**src/rtl/mult_error_accumulator.sv**
```systemverilog
// Error-distance accumulator for the hybrid multiplier evaluation path: over a run of
// 2^LOG2_SAMPLES exact/approximate product pairs it tracks sum, max, error count and mean ED.
module mult_error_accumulator #(
    parameter int N            = 8,
    parameter int LOG2_SAMPLES = 8
) (
    input  logic                        clk,
    input  logic                        rst_n,
    input  logic                        start,
    input  logic                        in_valid,
    output logic                        in_ready,
    input  logic [2*N-1:0]              p_exact,
    input  logic [2*N-1:0]              p_approx,
    output logic                        busy,
    output logic                        done,
    output logic [2*N+LOG2_SAMPLES-1:0] sum_ed,
    output logic [2*N-1:0]              max_ed,
    output logic [LOG2_SAMPLES:0]       err_count,
    output logic [2*N-1:0]              med
);

    localparam int PW = 2 * N;
    localparam int SW = 2 * N + LOG2_SAMPLES;
    localparam int CW = LOG2_SAMPLES + 1;
    localparam logic [CW-1:0] LAST = CW'((1 << LOG2_SAMPLES) - 1);

    typedef enum logic [1:0] {IDLE, ACCUM, DRAIN, DONE} state_t;

    state_t        state;
    logic [CW-1:0] cnt;
    logic [PW-1:0] ed_q;
    logic          ed_vld;

    logic          accept;
    logic [PW-1:0] ed_d;
    logic [SW-1:0] sum_nxt;
    logic [PW-1:0] max_nxt;
    logic [CW-1:0] err_nxt;

    // Magnitude by compare-then-subtract keeps the difference unsigned and symmetric.
    always_comb begin
        accept  = in_valid & in_ready;
        ed_d    = (p_exact >= p_approx) ? (p_exact - p_approx) : (p_approx - p_exact);
        sum_nxt = sum_ed + (ed_vld ? SW'(ed_q) : '0);
        max_nxt = (ed_vld && (ed_q > max_ed)) ? ed_q : max_ed;
        err_nxt = err_count + CW'(ed_vld && (ed_q != '0));
    end

    always_ff @(posedge clk or negedge rst_n) begin
        if (!rst_n) begin
            state     <= IDLE;
            cnt       <= '0;
            ed_q      <= '0;
            ed_vld    <= 1'b0;
            in_ready  <= 1'b0;
            busy      <= 1'b0;
            done      <= 1'b0;
            sum_ed    <= '0;
            max_ed    <= '0;
            err_count <= '0;
            med       <= '0;
        end else begin
            ed_vld <= accept;
            if (accept) ed_q <= ed_d;

            // Stage 2 runs every cycle; ed_vld is never set in IDLE/DONE, so the
            // start-time clears below cannot collide with a pending sample.
            sum_ed    <= sum_nxt;
            max_ed    <= max_nxt;
            err_count <= err_nxt;

            case (state)
                IDLE, DONE: begin
                    if (start) begin
                        state     <= ACCUM;
                        in_ready  <= 1'b1;
                        busy      <= 1'b1;
                        done      <= 1'b0;
                        cnt       <= '0;
                        sum_ed    <= '0;
                        max_ed    <= '0;
                        err_count <= '0;
                        med       <= '0;
                    end
                end
                ACCUM: begin
                    if (accept) begin
                        cnt <= cnt + 1'b1;
                        if (cnt == LAST) begin
                            state    <= DRAIN;
                            in_ready <= 1'b0;
                        end
                    end
                end
                DRAIN: begin
                    state <= DONE;
                    busy  <= 1'b0;
                    done  <= 1'b1;
                    med   <= sum_nxt[SW-1:LOG2_SAMPLES];
                end
                default: state <= IDLE;
            endcase
        end
    end

endmodule

```
**config.mk**
```make
export PLATFORM = sky130hd
export DESIGN_NAME = mult_error_accumulator
export DESIGN_NICKNAME = d
export VERILOG_FILES = /design/src/rtl/mult_error_accumulator.sv
export SDC_FILE = /design/constraint.sdc
export NUM_CORES = 1
export LEC_CHECK = 0
export BUFFER_PORTS_ARGS = -buffer_cell sky130_fd_sc_hd__buf_2
export CAP_MARGIN = 20
export CORE_MARGIN = 1.5
export CORE_UTILIZATION = 60
export DETAILED_ROUTE_END_ITERATION = 12
export PLACE_DENSITY = 0.83
export SETUP_SLACK_MARGIN = 0.02
export SYNTH_ARGS = -nofsm -noshare
export SYNTH_HDL_FRONTEND = slang
export SYNTH_SLANG_ARGS = --single-unit
```
**constraint.sdc**
```tcl
create_clock -name clk -period 6.7 [get_ports clk]
set_input_delay 1.34 -clock clk [delete_from_list [all_inputs] [get_ports clk]]
set_output_delay 1.34 -clock clk [all_outputs]
set_load 0.03 [all_outputs]
```
==> results of run 1 <==
layer usage:
layer  part of all wire [%]  GRT usage (%)  routed length [um]  vias to the layer above
met3                    3.8           2.78                 599                       39
met4                    3.5           13.2                 546                        0
met5                      0              0                   0                        -
met2                     47           42.7                7370                      157
li1                       -              -                   -                     3099
met1                     46           34.8                7180                     2900
cells by family after synthesis:
family	after synthesis	synth area share, %
simple gates	296	19.5
compound gates	208	19.6
fa+ha+maj	73	13.3
mux	25	3.57
buf+inv	105	6.06
xor+xnor	31	3.85
flops	96	34.1
state kept, by name, summed over array words and instances, names as in the netlist:
register and cells:
done 1, cnt 9, sum_ed 24, max_ed 16, ed_vld 1, ed_q 16, state 2, in_ready 1
err_count 9, med 16, busy 1
power by group through the flow:
stage	logic (mW)	registers [mW]	clock network (mW)
finish	1.45	0.915	0.508
global route	1.61	0.939	0.543
CTS	1.45	0.913	0.515
detailed placement	1.44	0.922	0
global placement	1.39	0.916	0
floorplan	0.894	1.07	0
final cells by class:
cell class	count	area, sq um	share of cell area (%)
clock buffers	11	233	2.94
clock inverters	5	57.6	0.727
inverters	71	267	3.36
multi-input cells	633	4220	53.3
flip-flops and latches	96	2400	30.3
well taps	143	179	2.26
repair buffers	108	563	7.11
worst max path at each step:
stage	cells after the start	slack, ps	to	from
after floorplan	11	3150	ed_q[9]	p_exact[0]
after detailed placement	11	2620	ed_q[3]	p_exact[0]
final	11	2930	ed_q[3]	p_exact[0]
after global placement	11	2670	ed_q[13]	p_exact[0]
after CTS	11	2960	ed_q[3]	p_exact[0]
after global routing	11	2770	ed_q[3]	p_exact[0]
critical path, stage by stage:
cell and delay [ps]:
buf_2 90, inv_1 40, ha_1 210, fa_1 390
and2b_1 230, o2111ai_1 160, and3b_1 270, o21ai_2 610
a311o_1 310, a211oi_1 80, a311o_1 280
placed cells by master (no fill, tap or decap), drive strengths merged, types with 26 or more instances in the layout:
master,synthesis,final
a21oi,50,50
buf,13,108
inv,71,71
nand2,107,107
o21ai,63,63
and2,28,28
nand3,26,26
dfrtp,96,96
nor2,69,69
ha,70,70
==> flow_summary.json, run 1 <==
{
  "cp.required_ps": 6930,
  "p_leak_nw": 3.98,
  "drtIter0Drc": 494,
  "chipWidth_um": 111,
  "viasPerCell": 5.81,
  "regToRegSetupSlack_ps": 3710,
  "ys_async_sr_fraction_pct": 100,
  "pre_cts_slack_ps": 2620,
  "r2r-start": "ed_vld",
  "drtAntennaViolNets": 0,
  "grt_pass1_vias": 5917,
  "power_frac_comb_pct": 50.4,
  "syn_to_final_growth_pct": 12.4,
  "fin_cells": 1067,
  "yosysMostFrequentCell": "nand2_1",
  "dp.cells": 1051,
  "internal-power_mw": 1.54,
  "mappedNetlistArea_sq_um": 7050,
  "cp_data_arrival_time_ps": 4000,
  "dr.pass1.iters": 5,
  "ctsResizeCount": 0,
  "io_buffers": 103,
  "ir_drop_mv": 0.350,
  "fin_ws_ps": 2930,
  "track_usage_pct": 26.1,
  "fmax_mhz": 266,
  "cts_root_buffer": "clkbuf_16",
  "hold_buffers": 0,
  "grt_pass1_wl_mm": 26.9,
  "wl_per_cell_um": 14.7,
  "drc": 0,
  "min_from": "med[2]",
  "power_mw": 2.87,
  "drt_wl_total_mm": 15.7,
  "powerDensity_nw_per_um2": 362,
  "yosys_warnings": 0,
  "final_nets": 1028,
  "setup_viol": 0,
  "synth.yosys.seq_area_share_pct": 34.1,
  "setup_tns_ps": 0,
  "p_sw_mw": 1.33,
  "whs_path_depth": 2,
  "place.gp.congestion": 0.950,
  "power_frac_seq_pct": 31.9,
  "synth.top_cells.by_count": "nand2_1 (107), dfrtp_1 (96), inv_1 (71)",
  "cts_buffers": 9,
  "final_core_util_pct": 69.4,
  "hold_end": "med[2]",
  "synth_seq_cells": 96,
  "insertion_delay_ps": 350,
  "clock-sinks": 96,
  "synth_top_area_share_pct": 34.1,
  "rr_worst_depth": 11,
  "worst_clock_skew_ps": 5.68,
  "cp-start-kind": "input port",
  "synth_nets": 943,
  "holdCritPathClass": "reg2reg",
  "timing.rr.end": "med[10]",
  "ys.flop_type": "dfrtp_1",
  "pwr-share-clk_pct": 17.7,
  "syn_inst": 834,
  "grt_antenna_before_repair": 0,
  "finalCritPeriodShare_pct": 56.2,
  "synth_area_leaders": "dfrtp_1 (34%), ha_1 (12%), nand2_1 (5.7%)",
  "postCtsSetupRepairBufs": 0,
  "timing.hold.ws_ps": 473,
  "hold_viol": 0,
  "worst-path-max-fanout": 15,
  "maxCapViolCount": 0,
  "dpl_cell_area_sq_um": 7630,
  "end_kind": "register",
  "die_y_um": 111,
  "synth_edf_count": 0,
  "diodes": 0,
  "cts.clk_slew.worst_paths_ps": 70,
  "ys_types": 65,
  "slew_viol_final": 0,
  "nFillCells": 970,
  "dp_hpwl_mm": 12.0,
  "die_area_sq_um": 12400,
  "switching_share_pct": 46.2,
  "num_vias": 6195,
  "start_util_pct": 61.7,
  "htreeDepth": 3,
  "tightest_slew_ps": 1130,
  "grt_max_degree": 72,
  "min_period_ps": 3770,
  "final_layout_size_suffix_gt1_share_pct": 14.7,
  "core-area_sq_um": 11400,
  "ios": 104,
  "cts_tree": "done",
  "num_rows": 39,
  "status": "finished, final reports clean",
  "syn_area_per_cell_sq_um": 8.45,
  "rsz0062_at_grt": "no",
  "overflow": 0,
  "maxSlewHeadroom_pct": 24.7,
  "synth_top_area_cell": "dfrtp_1",
  "cts_max_path_buffers": 2,
  "fin_area_sq_um": 7920,
  "path_class": "in2reg"
}
Note: power is estimated with default switching activity, not from simulation.
==> run 2: changes to the inputs <==
--- a/config.mk
+++ b/config.mk
@@ -8,9 +8,9 @@
 export BUFFER_PORTS_ARGS = -buffer_cell sky130_fd_sc_hd__buf_2
 export CAP_MARGIN = 20
 export CORE_MARGIN = 1.5
-export CORE_UTILIZATION = 60
+export CORE_UTILIZATION = 58
 export DETAILED_ROUTE_END_ITERATION = 12
-export PLACE_DENSITY = 0.83
+export PLACE_DENSITY = 0.81
 export SETUP_SLACK_MARGIN = 0.02
 export SYNTH_ARGS = -nofsm -noshare
 export SYNTH_HDL_FRONTEND = slang
==> constraint.sdc (replaced) <==
create_clock -name clk -period 3.5 [get_ports clk]
set_input_delay 0.7 -clock clk [delete_from_list [all_inputs] [get_ports clk]]
set_output_delay 0.7 -clock clk [all_outputs]
set_load 0.03 [all_outputs]
==> run 2 against run 1 <==
  * Die area grew 3.4%
  * Cell area grew 1.0%
  * Register-to-register slack lost 3200 ps
  * Highest routed layer unchanged
  * Largest cell class unchanged
  * Largest power group unchanged
  * Worst setup slack lost 2400 ps
  * Core utilization shrank 2.2 points
  * Global-route usage shrank 0.30 points
  * Clock skew grew 1.9 ps
  * Flip-flop and latch count is the same
  * Combinational power grew 92%
  * Critical path depth shrank 1
  * First-iteration DRC count shrank 11%
  * Hold slack lost 100 ps
==> flow_summary.json, run 2 (synthesis gave the netlist of run 1 again) <==
{
  "cts_tree": "done",
  "drtAntennaViolNets": 0,
  "grt_pass1_wl_mm": 27.1,
  "setup_tns_ps": 0,
  "postCtsSetupRepairBufs": 0,
  "cts.clk_slew.worst_paths_ps": 60,
  "diodes": 0,
  "grt_pass1_vias": 5862,
  "htreeDepth": 3,
  "tightest_slew_ps": 645,
  "seq_area_sq_um": 2400,
  "final_cell_mix": "nand2_1 (107), buf_2 (102), dfrtp_1 (96)",
  "path_class": "reg2reg",
  "switching_share_pct": 45.2,
  "fmax_mhz": 335,
  "chipWidth_um": 113,
  "internal-power_mw": 3.07,
  "crit_family": "compound AO/OA/AOI/OAI gates",
  "cpPeakStageDelay_ps": 460,
  "die_area_sq_um": 12800,
  "drt_wl_total_mm": 15.9,
  "start_util_pct": 59.1,
  "cp.required_ps": 3720,
  "power_frac_seq_pct": 31.2,
  "num_rows": 40,
  "timing.hold.ws_ps": 372,
  "status": "finished, final reports clean",
  "worst-path-max-fanout": 13,
  "ctsResizeCount": 0,
  "cts_max_path_buffers": 2,
  "cp_data_arrival_time_ps": 3200,
  "crit_chain": "buf_4 -> and2_1 -> ha_1 -> a211oi_1 -> or4_1 -> nand2_1 -> o21a_4 -> o21ai_2 -> nor4_1 -> a211o_1",
  "drc": 0,
  "ios": 104,
  "final_nets": 1033,
  "worst_clock_skew_ps": 7.55,
  "power_frac_comb_pct": 49.9,
  "clock-sinks": 96,
  "io_buffers": 103,
  "holdCritPathClass": "in2async",
  "pre_cts_slack_ps": 313,
  "dp_hpwl_mm": 12.1,
  "die_y_um": 113,
  "setup_viol": 0,
  "power_mw": 5.60,
  "track_usage_pct": 25.8,
  "rsz0062_at_grt": "no",
  "grt_antenna_before_repair": 0,
  "viasPerCell": 5.81,
  "cts_buffers": 9,
  "place.gp.congestion": 0.939,
  "regMostFlops": "sum_ed",
  "p_sw_mw": 2.53,
  "core-area_sq_um": 11900,
  "nFillCells": 1010,
  "final_layout_size_suffix_gt1_share_pct": 15.2,
  "end_kind": "register",
  "pwr-share-clk_pct": 18.9,
  "finalCritPeriodShare_pct": 85.3,
  "p_leak_nw": 4.04,
  "ir_drop_mv": 0.344,
  "path_buf_inv": 1,
  "wl_per_cell_um": 14.8,
  "fin_ws_ps": 515,
  "powerDensity_nw_per_um2": 700,
  "multi_input_area_sq_um": 4220,
  "cp-start-kind": "register",
  "drtIter0Drc": 439,
  "min_period_ps": 2980,
  "grt_max_degree": 50,
  "maxCapViolCount": 0,
  "final_common_cell": "nand2_1",
  "overflow": 0,
  "crit_slowest_cell": "dfrtp_1",
  "num_vias": 6251,
  "slew_viol_final": 0,
  "cts_root_buffer": "clkbuf_16",
  "maxSlewHeadroom_pct": 56.9,
  "largest_reg_flops": 24,
  "insertion_delay_ps": 340,
  "hold_buffers": 0,
  "syn_to_final_growth_pct": 13.5,
  "hold_viol": 0,
  "dr.pass1.iters": 5
}
## run 2: layout make-up
cell class | instances | share of cell area [%]
clock buffers | 12 | 3.21
well taps | 147 | 2.30
repair buffers | 113 | 7.57
inverters | 71 | 3.33
flip-flops and latches | 96 | 30.0
clock inverters | 3 | 0.813
multi-input cells | 633 | 52.7
## run 2: routing by layer
layer | part of all wire [%] | global-route usage, % | vias up
met4 | 2.6 | 10.0 | 0
met1 | 44 | 33.4 | 2923
met5 | 0 | 0 | -
met3 | 4.7 | 2.41 | 31
met2 | 48 | 44.9 | 192
li1 | - | - | 3105
## run 2: worst paths after layout
path | from | end | slack (ps) | depth (start not counted)
hold / removal | rst_n | sum_ed[18] | 370 | 1
setup / recovery | ed_vld | med[15] | 520 | 10
min in group clk | med[1] | med[1] | 470 | 2
hold reg to reg | med[1] | med[1] | 470 | 2
setup reg to reg | ed_vld | med[15] | 520 | 10
max in group asynchronous | rst_n | max_ed[3] | 2460 | 2
## run 2: power by group through the flow
stage | clock network, mW | logic [mW] | registers [mW]
final | 1.06 | 2.79 | 1.74
after global routing | 1.11 | 3.11 | 1.79
after CTS | 1.06 | 2.80 | 1.74
after detailed placement | 0 | 2.77 | 1.76
after global placement | 0 | 2.70 | 1.75
after floorplan | 0 | 1.71 | 2.04
## run 2: metrics by stage
| step | std cells | area, sq um | util, % |
|---|---|---|---|
| floorplan | 834 | 7050 | - |
| global placement | 1060 | 7680 | 64.5 |
| detailed placement | 1060 | 7680 | 64.5 |
| CTS | 1075 | 8000 | 67.2 |
| global route | 1075 | 8000 | 67.2 |
| finish | 1075 | 8000 | 67.2 |
